--- config.mk ---
export PLATFORM = sky130hd
export DESIGN_NAME = alu_arbiter
export DESIGN_NICKNAME = d
export VERILOG_FILES = /design/src/rtl/alu_arbiter_pkg.sv /design/src/rtl/alu_rr_pick.sv /design/src/rtl/alu_arbiter.sv
export SDC_FILE = /design/constraint.sdc
export NUM_CORES = 1
export LEC_CHECK = 0
export CAP_MARGIN = 20
export CORE_AREA = 4 4 145 147
export DETAILED_ROUTE_END_ITERATION = 12
export DIE_AREA = 0 0 149 151
export DONT_BUFFER_PORTS = 1
export PLACE_DENSITY = 0.52
export SLEW_MARGIN = 5
export SYNTH_ARGS = -nofsm -noshare
export SYNTH_HDL_FRONTEND = slang
export SYNTH_SLANG_ARGS = --single-unit
--- constraint.sdc ---
create_clock -name clk -period 2.1 [get_ports clk]
set_clock_uncertainty 0.05 [all_clocks]
set_input_delay 0.315 -clock clk [delete_from_list [all_inputs] [get_ports clk]]
set_output_delay 0.315 -clock clk [all_outputs]
set_load 0.1 [all_outputs]
--- src/rtl/alu_arbiter_pkg.sv ---
// Shared definitions for the two-port ALU arbiter: FSM encodings, port count
// and the ALUOp codes used by the requesters.
package alu_arbiter_pkg;

  localparam int ARB_NREQ = 2;

  typedef enum logic [1:0] {
    ARB_IDLE = 2'd0,
    ARB_EXEC = 2'd1,
    ARB_RESP = 2'd2
  } arb_state_e;

  localparam logic [4:0] ALUOp_nop   = 5'd0;
  localparam logic [4:0] ALUOp_lui   = 5'd1;
  localparam logic [4:0] ALUOp_auipc = 5'd2;
  localparam logic [4:0] ALUOp_add   = 5'd3;
  localparam logic [4:0] ALUOp_sub   = 5'd4;
  localparam logic [4:0] ALUOp_bne   = 5'd5;
  localparam logic [4:0] ALUOp_blt   = 5'd6;
  localparam logic [4:0] ALUOp_bge   = 5'd7;
  localparam logic [4:0] ALUOp_bltu  = 5'd8;
  localparam logic [4:0] ALUOp_bgeu  = 5'd9;
  localparam logic [4:0] ALUOp_slt   = 5'd10;
  localparam logic [4:0] ALUOp_sltu  = 5'd11;
  localparam logic [4:0] ALUOp_xor   = 5'd12;
  localparam logic [4:0] ALUOp_or    = 5'd13;
  localparam logic [4:0] ALUOp_and   = 5'd14;
  localparam logic [4:0] ALUOp_sll   = 5'd15;
  localparam logic [4:0] ALUOp_srl   = 5'd16;
  localparam logic [4:0] ALUOp_sra   = 5'd17;

  function automatic logic [ARB_NREQ-1:0] port_onehot(input logic idx);
    return idx ? 2'b10 : 2'b01;
  endfunction

endpackage

--- src/rtl/alu_rr_pick.sv ---
// Combinational two-way grant picker. Round-robin by default; build with
// ALU_ARB_FIXED_PRIO_EN to make port 0 win every contention.
module alu_rr_pick
  import alu_arbiter_pkg::*;
(
  input  logic [ARB_NREQ-1:0] valid,
  input  logic                last_grant,
  output logic [ARB_NREQ-1:0] grant
);

`ifdef ALU_ARB_FIXED_PRIO_EN
  logic unused_last_grant;
  assign unused_last_grant = last_grant;
  assign grant[0] = valid[0];
  assign grant[1] = valid[1] & ~valid[0];
`else
  // On contention the port that did not win last time goes first.
  assign grant[0] = valid[0] & (~valid[1] |  last_grant);
  assign grant[1] = valid[1] & (~valid[0] | ~last_grant);
`endif

endmodule

--- src/rtl/alu_arbiter.sv ---
// Shares one external ALU between two requesters: grant, latch operands,
// drive the ALU for one cycle, hold the result until the owner takes it.
// Optional build macro: ALU_ARB_FIXED_PRIO_EN (port 0 always wins contention).
module alu_arbiter
  import alu_arbiter_pkg::*;
#(
  parameter int WIDTH = 32,
  parameter int OPW   = 5
) (
  input  logic             clk,
  input  logic             rstn,
  input  logic             rq0_valid,
  output logic             rq0_ready,
  input  logic [WIDTH-1:0] rq0_a,
  input  logic [WIDTH-1:0] rq0_b,
  input  logic [OPW-1:0]   rq0_op,
  input  logic [WIDTH-1:0] rq0_pc,
  input  logic             rq1_valid,
  output logic             rq1_ready,
  input  logic [WIDTH-1:0] rq1_a,
  input  logic [WIDTH-1:0] rq1_b,
  input  logic [OPW-1:0]   rq1_op,
  input  logic [WIDTH-1:0] rq1_pc,
  output logic             rs0_valid,
  input  logic             rs0_ready,
  output logic             rs1_valid,
  input  logic             rs1_ready,
  output logic [WIDTH-1:0] rs_c,
  output logic             rs_zero,
  output logic [WIDTH-1:0] alu_a,
  output logic [WIDTH-1:0] alu_b,
  output logic [WIDTH-1:0] alu_pc,
  output logic [OPW-1:0]   alu_op,
  input  logic [WIDTH-1:0] alu_c,
  input  logic             alu_zero
);

  arb_state_e                         state;
  logic                               owner;
  logic [WIDTH-1:0]                   lat_a, lat_b, lat_pc;
  logic [OPW-1:0]                     lat_op;
  logic [ARB_NREQ-1:0]                rs_vld;

  logic [ARB_NREQ-1:0]                rq_valid, rq_rdy, rs_rdy, grant, hs;
  logic [ARB_NREQ-1:0][WIDTH-1:0]     rq_a, rq_b, rq_pc;
  logic [ARB_NREQ-1:0][OPW-1:0]       rq_op;
  logic                               sel;

`ifdef ALU_ARB_FIXED_PRIO_EN
  logic last_grant;
  assign last_grant = 1'b0;
`else
  logic last_grant;
`endif

  assign rq_valid = {rq1_valid, rq0_valid};
  assign rs_rdy   = {rs1_ready, rs0_ready};
  assign rq_a     = {rq1_a,  rq0_a};
  assign rq_b     = {rq1_b,  rq0_b};
  assign rq_pc    = {rq1_pc, rq0_pc};
  assign rq_op    = {rq1_op, rq0_op};

  alu_rr_pick u_pick (
    .valid      (rq_valid),
    .last_grant (last_grant),
    .grant      (grant)
  );

  // Ready is gated by reset so nothing looks accepted while the block is held.
  assign rq_rdy    = (rstn && state == ARB_IDLE) ? grant : '0;
  assign rq0_ready = rq_rdy[0];
  assign rq1_ready = rq_rdy[1];
  assign hs        = rq_valid & rq_rdy;
  assign sel       = hs[1];

  assign rs0_valid = rs_vld[0];
  assign rs1_valid = rs_vld[1];

  assign alu_a  = lat_a;
  assign alu_b  = lat_b;
  assign alu_pc = lat_pc;
  assign alu_op = lat_op;

  always_ff @(posedge clk or negedge rstn) begin
    if (!rstn) begin
      state   <= ARB_IDLE;
      owner   <= 1'b0;
      lat_a   <= '0;
      lat_b   <= '0;
      lat_pc  <= '0;
      lat_op  <= '0;
      rs_c    <= '0;
      rs_zero <= 1'b0;
      rs_vld  <= '0;
`ifndef ALU_ARB_FIXED_PRIO_EN
      last_grant <= 1'b1;
`endif
    end else begin
      case (state)
        ARB_IDLE: if (|hs) begin
          lat_a  <= rq_a[sel];
          lat_b  <= rq_b[sel];
          lat_pc <= rq_pc[sel];
          lat_op <= rq_op[sel];
          owner  <= sel;
`ifndef ALU_ARB_FIXED_PRIO_EN
          last_grant <= sel;
`endif
          state  <= ARB_EXEC;
        end
        ARB_EXEC: begin
          rs_c    <= alu_c;
          rs_zero <= alu_zero;
          rs_vld  <= port_onehot(owner);
          state   <= ARB_RESP;
        end
        ARB_RESP: if (|(rs_vld & rs_rdy)) begin
          rs_vld <= '0;
          state  <= ARB_IDLE;
        end
        default: state <= ARB_IDLE;
      endcase
    end
  end

endmodule

==> out/results.ini, run 1 <==
[global_routing]
grt_util_all_layers = 0.208
antenna_found_initial = 0
grt_overflow_total = 0
grt_pass1_wl_um = 37000
grt_max_degree = 144
grt_pass1_vias = 6836

[cts]
cts_hold_buf = 100
cts_buffers = 17
htree_levels = 4
clock_path_buffers = 2
insertion_delay_ns = 0.41
cts_root_buf = clkbuf_16
cts.sinks = 140
cts_tree = yes
path_clk_slew_ns = 0.06

[min_path]
min_path_type = input pin to asynchronous set/reset pin

[yosys]
syn_area_per_cell_um2 = 8.88
synth_top_cell_area_share = 0.521
yosys-top-cells-area = dfrtp_1, a31oi_1, a21oi_1
synth.net_count = 993
netlist_instances = 752
ys_types = 30
syn_area_um2 = 6680
ys_seq_area_frac = 0.525
yosysTopAreaCell = dfrtp_1
yosysWarningCount = 0
ys_ff_latch = 140

[detailed_routing]
drt_wl_total_um = 24700
via_per_inst = 5.51
wl_per_cell_um = 20.1
drtAntennaViolNets = 0
drcViolationCount = 0
route.vias.total = 6773
drt_iter0_markers = 342
drt_pass1_iterations = 6

[setup_path]
reg2reg_depth = 5
crit_end = rq1_ready
critical_path_class = register to output port
start_kind = register
required_ns = 1.74
end_kind = output port
arrival_ns = 1.68
regToRegSetupSlack_ns = 0.22
regToRegStartpoint = state[0]
critPathLaunch = state[0]
timing.rr.end = alu_b[28]
crit_fanout = 10

[sta]
finalHoldViolCount = 140
min_period_ns = 2.04
fin_setup_tns_ns = 0
final.setup.worst_slack_ns = 0.0576
setup_viol = 0
fmax_ghz = 0.490
rsz0062_at_grt = no
max_slew_margin = 0.681
finalHoldWorstSlack_ns = -0.457
slew_viol_final = 0
fin_crit_sh = 0.973
tightest_slew_ns = 0.478

[placed_design]
io_buffer_count = 0
place.gp.congestion = 0.801
placed_area_um2 = 7880
place_hpwl_um = 16700
dp_slack_ns = 0.200

[status]
failed_checks = hold timing
status = complete, but fails checks

[die]
core_area_um2 = 19900
num_rows = 52
top_level_ports = 379
die_h_um = 151
start_util = 0.335
dieArea_um2 = 22500
die_w_um = 149

[cells_and_area]
insertedDiodeCount = 0
drive_gt1_frac = 0.211
area_growth_pct = 42.2
nFillCells = 1862
nets = 1188
fin_area_um2 = 9490

[job]
maxCapViolations = 0

## synth_stat cells
cell type / number
a21bo_1: 1
a21boi_1: 1
a21o_1: 2
a21oi_1: 102
a221oi_1: 1
a22oi_1: 1
a31oi_1: 101
and2_1: 1
buf_1: 8
buf_2: 17
buf_4: 16
buf_6: 11
clkbuf_1: 33
clkbuf_4: 1
dfrtp_1: 139
dfstp_2: 1
inv_1: 1
nand2_1: 100
nand2b_1: 2
nand3_1: 102
nand3b_1: 1
nor2_1: 1
nor2_2: 1
nor2b_1: 1
nor3b_4: 1
o21ai_0: 23
o21ai_1: 80
o22ai_1: 1
or2_1: 1
or3b_4: 1
## what timing repair did
item,4_1_cts,5_1_grt
setup endpoints to repair,2,2
pin swaps,2,0
hold endpoints to repair,228,140
gates resized for setup,1,1
buffers inserted,2,0
gates cloned,1,0
## sequential cells by signal, indices dropped and copies added (netlist names)
signal      cells
rs_zero         1
owner           1
last_grant      1
rs_vld          2
alu_op          5
state           2
alu_pc         32
alu_a          32
alu_b          32
rs_c           32
## metrics by stage
step | instances | util | hold slack [ns]
final | 1230 | 0.477 | -0.457
after global routing | 1230 | 0.477 | -0.487
after CTS | 1230 | 0.477 | -0.484
after detailed placement | 1095 | 0.396 | -0.0274
after global placement | 1094 | 0.395 | -0.0268
after floorplan | 752 | - | -0.0306
## cells in the final DEF (no fill, tap or decap), types with 2 or more instances in the layout
| cell type | count |
|---|---|
| buf_4 | 150 |
| dfrtp_1 | 137 |
| nand3_1 | 102 |
| a21oi_1 | 102 |
| a31oi_1 | 101 |
| nand2_1 | 100 |
| dlygate4sd3_1 | 100 |
| o21ai_1 | 80 |
| o21ai_0 | 23 |
| clkbuf_16 | 17 |
| buf_12 | 10 |
| clkinv_4 | 4 |
| nand2b_1 | 2 |
| a21o_1 | 2 |
| clkbuf_1 | 2 |
| bufinv_16 | 2 |
| clkinvlp_4 | 2 |
| inv_6 | 2 |
| clkinv_2 | 2 |
| dfrtp_2 | 2 |
## cells by family after synthesis
family	synth area share
flip-flops	0.525
AO/OA/AOI/OAI	0.257
buffers and inverters	0.0740
AND/OR/NAND/NOR	0.144
## worst max-delay path: stages (launching register included)
cell,delay (ns)
dfrtp_2,0.48
or3b_4,0.46
nor2_4,0.14
buf_12,0.19
## per-layer routing
| metal | vias up | global-route usage | share of wire |
|---|---|---|---|
| met1 | 3214 | 0.249 | 0.39 |
| met4 | 0 | 0.0805 | 0.029 |
| met2 | 397 | 0.351 | 0.49 |
| met5 | - | 0 | 0 |
| met3 | 49 | 0.0640 | 0.096 |
| li1 | 3113 | - | - |
## worst min path at each step
stage	slack [ns]	to	depth (start not counted)	startpoint
floorplan	-0.03	alu_a[0]	0	rstn
CTS	-0.48	alu_b[23]	0	rstn
global placement	-0.03	alu_b[26]	0	rstn
detailed placement	-0.03	alu_b[23]	0	rstn
global route	-0.49	alu_b[23]	0	rstn
finish	-0.46	alu_b[23]	0	rstn
## final cells by class
| cell class | instances | area, µm² | area share |
|---|---|---|---|
| Tap cell | 270 | 338 | 0.0356 |
| Inverter | 1 | 3.75 | 0.000395 |
| Timing Repair Buffer | 261 | 2340 | 0.247 |
| Sequential cell | 140 | 3510 | 0.369 |
| Multi-Input combinational cell | 526 | 2720 | 0.286 |
| Clock inverter | 12 | 138 | 0.0145 |
| Clock buffer | 20 | 447 | 0.0471 |
Power of run 1 is left out: the tool's default activity adds up to more than one toggle a clock period on the data nets, which glitch-free logic cannot reach.
==> inputs of run 2 (changes only) <==
--- a/config.mk
+++ b/config.mk
@@ -6,11 +6,11 @@
 export NUM_CORES = 1
 export LEC_CHECK = 0
 export CAP_MARGIN = 20
-export CORE_AREA = 4 4 145 147
+export CORE_AREA = 4 4 147 149
 export DETAILED_ROUTE_END_ITERATION = 12
-export DIE_AREA = 0 0 149 151
+export DIE_AREA = 0 0 151 153
 export DONT_BUFFER_PORTS = 1
-export PLACE_DENSITY = 0.52
+export PLACE_DENSITY_LB_ADDON = 0.3
 export SLEW_MARGIN = 5
 export SYNTH_ARGS = -nofsm -noshare
 export SYNTH_HDL_FRONTEND = slang
==> constraint.sdc (replaced) <==
create_clock -name clk -period 1.7 [get_ports clk]
set_clock_uncertainty 0.05 [all_clocks]
set_input_delay 0.255 -clock clk [delete_from_list [all_inputs] [get_ports clk]]
set_output_delay 0.255 -clock clk [all_outputs]
set_load 0.1 [all_outputs]
==> run 2 against run 1 <==
The run now fails in clock tree synthesis (4_1_cts). Synthesized cell count did not move. Synthesized area did not move.
==> out/results.ini, run 2 <==
[status]
status = did not finish
haltStage = clock tree synthesis (4_1_cts)
firstError = [ERROR RSZ-0060] Max buffer count reached.

[yosys]
yosysMostFrequentCell = dfrtp_1
yosys-top-cells-area = dfrtp_1, a31oi_1, a21oi_1
synth.net_count = 993  ; unchanged
ys_ff_latch = 140  ; unchanged
syn_area_per_cell_um2 = 8.88  ; unchanged
ys_seq_area_frac = 0.525  ; unchanged
ys_types = 30  ; unchanged
yosysWarningCount = 0  ; unchanged
synth-edff-count = 0  ; unchanged
yosysTopAreaCell = dfrtp_1
synth_top_cell_area_share = 0.521  ; unchanged
synth_commonest_cells = dfrtp_1, a21oi_1, nand3_1
syn_area_um2 = 6680  ; unchanged
synth_ff_type = dfrtp_1
synth-async-reset-ratio = 1.00  ; unchanged
netlist_instances = 752  ; unchanged

[die]
die_h_um = 153  ; +1.3%
top_level_ports = 379  ; unchanged
num_rows = 52  ; unchanged
die_w_um = 151  ; +1.3%
start_util = 0.331  ; -0.00433

[cts]
cts.sinks = 140  ; unchanged
cts_buffers = 17  ; unchanged
cts_resized = 22  ; +21
clock_path_buffers = 2  ; unchanged
cts_setup_buffers = 6  ; +4
cts_root_buf = clkbuf_16
cts_hold_buf = 232  ; +130%
htree_levels = 4  ; unchanged

[placed_design]
placed_area_um2 = 8110  ; +2.9%
io_buffer_count = 0  ; unchanged
place_hpwl_um = 16300  ; -2.2%
place.gp.congestion = 0.804  ; +0.36%

==> run 2: cell counts after synthesis <==
No cell type changed its count.
==> run 2: kinds of logic after synthesis <==
logic type      Yosys count  share of synthesized area
simple gates            212                      0.144
flops                   140                      0.525
buf+inv                  87                     0.0740
compound gates          313                      0.257
==> run 2: stage by stage <==
stage / utilization / setup TNS, ns / setup slack (ns) / hold slack (ns) / std cells
floorplan: - / -0.250 / -0.113 / -0.0906 / 752
global placement: 0.402 / -0.00860 / -0.00860 / -0.0866 / 1118
detailed placement: 0.402 / -0.0491 / -0.0491 / -0.0865 / 1118
==> inputs of run 3 (changes only) <==
--- a/config.mk
+++ b/config.mk
@@ -10,7 +10,7 @@
 export DETAILED_ROUTE_END_ITERATION = 12
 export DIE_AREA = 0 0 151 153
 export DONT_BUFFER_PORTS = 1
-export PLACE_DENSITY_LB_ADDON = 0.3
+export PLACE_DENSITY_LB_ADDON = 0.15
 export SLEW_MARGIN = 5
 export SYNTH_ARGS = -nofsm -noshare
 export SYNTH_HDL_FRONTEND = slang
==> constraint.sdc (replaced) <==
create_clock -name clk -period 2.2 [get_ports clk]
set_clock_uncertainty 0.05 [all_clocks]
set_input_delay 0.33 -clock clk [delete_from_list [all_inputs] [get_ports clk]]
set_output_delay 0.33 -clock clk [all_outputs]
set_load 0.1 [all_outputs]
==> run 3 against run 2 <==
The flow now finishes, with violations (hold timing).
==> out/results.ini, run 3 (synthesis results as in run 1) <==
[setup_path]
path_cells = or3b_4 -> nor2_4 -> buf_12
reg2reg_depth = 5
arrival_ns = 1.73
crit_fanout = 11
cpMaxStageDelayCell = dfrtp_2
regToRegStartpoint = state[1]
timing.rr.end = alu_a[0]
slowest_delay_ns = 0.50
regToRegSetupSlack_ns = 0.16
end_kind = output port
start_kind = register
critical_path_class = register to output port
required_ns = 1.82

[detailed_routing]
drt_pass1_iterations = 6
drcViolationCount = 0
drtAntennaViolNets = 0
drt_wl_total_um = 24100
wl_per_cell_um = 20.7
via_per_inst = 5.50
drt_iter0_markers = 445
route.vias.total = 6410

[cells_and_area]
multi_input_area_um2 = 2730
seq_area_um2 = 3510
drive_gt1_frac = 0.219
nets = 1122
area_growth_pct = 33.4
final_cell_mix = buf_4, dfrtp_1, nand3_1, a21oi_1, a31oi_1
layout_commonest_cell = buf_4
nFillCells = 1973

[sta]
finalHoldViolCount = 140
setup_viol = 0
fin_setup_tns_ns = 0
fmax_ghz = 0.473
slew_viol_final = 0
fin_crit_sh = 0.961
max_slew_margin = 0.620
tightest_slew_ns = 0.570
finalHoldWorstSlack_ns = -0.437
rsz0062_at_grt = no
final.setup.worst_slack_ns = 0.0853
min_period_ns = 2.11

[placed_design]
place_hpwl_um = 15900  ; -2.9%
dp_slack_ns = 0.193  ; +0.242 ns
io_buffer_count = 0  ; unchanged
place.gp.congestion = 0.812  ; +0.97%

[cts]
insertion_delay_ns = 0.40
cts_buffers = 17  ; unchanged
cts.sinks = 140  ; unchanged
path_clk_slew_ns = 0.06
clock_path_buffers = 2  ; unchanged
cts_root_buf = clkbuf_16
htree_levels = 4  ; unchanged
cts_tree = yes
cts_hold_buf = 42  ; -82%

[min_path]
min_path_type = input pin to asynchronous set/reset pin

[status]
failed_checks = hold timing
status = complete, but fails checks

[global_routing]
grt_pass1_vias = 6482
antenna_found_initial = 1
grt_overflow_total = 0
grt_pass1_wl_um = 36200
grt_util_all_layers = 0.200
grt_max_degree = 145

[die]
core_area_um2 = 20200
num_rows = 52  ; unchanged
top_level_ports = 379  ; unchanged
die_h_um = 153  ; unchanged
die_w_um = 151  ; unchanged
dieArea_um2 = 23100
start_util = 0.331  ; unchanged

[job]
maxCapViolations = 0

[run 3: worst max-delay path by stage]
stage	end	slack (ns)	startpoint
floorplan	rq0_ready	0.19	state[0]
global placement	alu_op[1]	0.25	state[1]
detailed placement	alu_pc[0]	0.19	state[1]
CTS	rq1_ready	0.04	state[0]
global route	rq1_ready	0.004	state[0]
finish	rq1_ready	0.09	state[0]
[run 3: critical path, delay by kind of cell, from the launching register on]
kind / cells / cell delay (ns)
AND/OR/NAND/NOR: 2 / 0.63
buffers and inverters: 1 / 0.19
flip-flops: 1 / 0.50
[run 3: layout make-up]
type                       count  share of cell area
sequential                   140               0.394
inverter                       1            0.000421
antenna                        2            0.000562
tap                          270              0.0379
timing repair buffer         194               0.188
clock inverter                13              0.0239
clock buffer                  19              0.0497
multi-input combinational    527               0.306
[run 3: repair_timing]
| item | CTS | global route |
|---|---|---|
| pin swaps | 2 | 1 |
| resized for setup | 2 | 0 |
| endpoints found under the setup margin | 2 | 1 |
| endpoints found under the hold margin | 182 | 140 |
| gates cloned | 2 | 0 |
| setup buffers | 2 | 0 |
[run 3: per-stage QoR]
step | utilization | instance area (µm²) | cells
finish | 0.442 | 8910 | 1166
global route | 0.442 | 8910 | 1165
global placement | 0.386 | 7790 | 1086
detailed placement | 0.386 | 7790 | 1086
floorplan | - | 6680 | 752
CTS | 0.441 | 8900 | 1164
[run 3: layer usage]
layer	up-vias	share of wire	track usage
li1	2992	-	-
met1	3042	0.39	0.246
met2	345	0.49	0.333
met3	31	0.099	0.0631
met4	0	0.019	0.0635
met5	-	0	0
Power of run 3 is left out for the same reason.
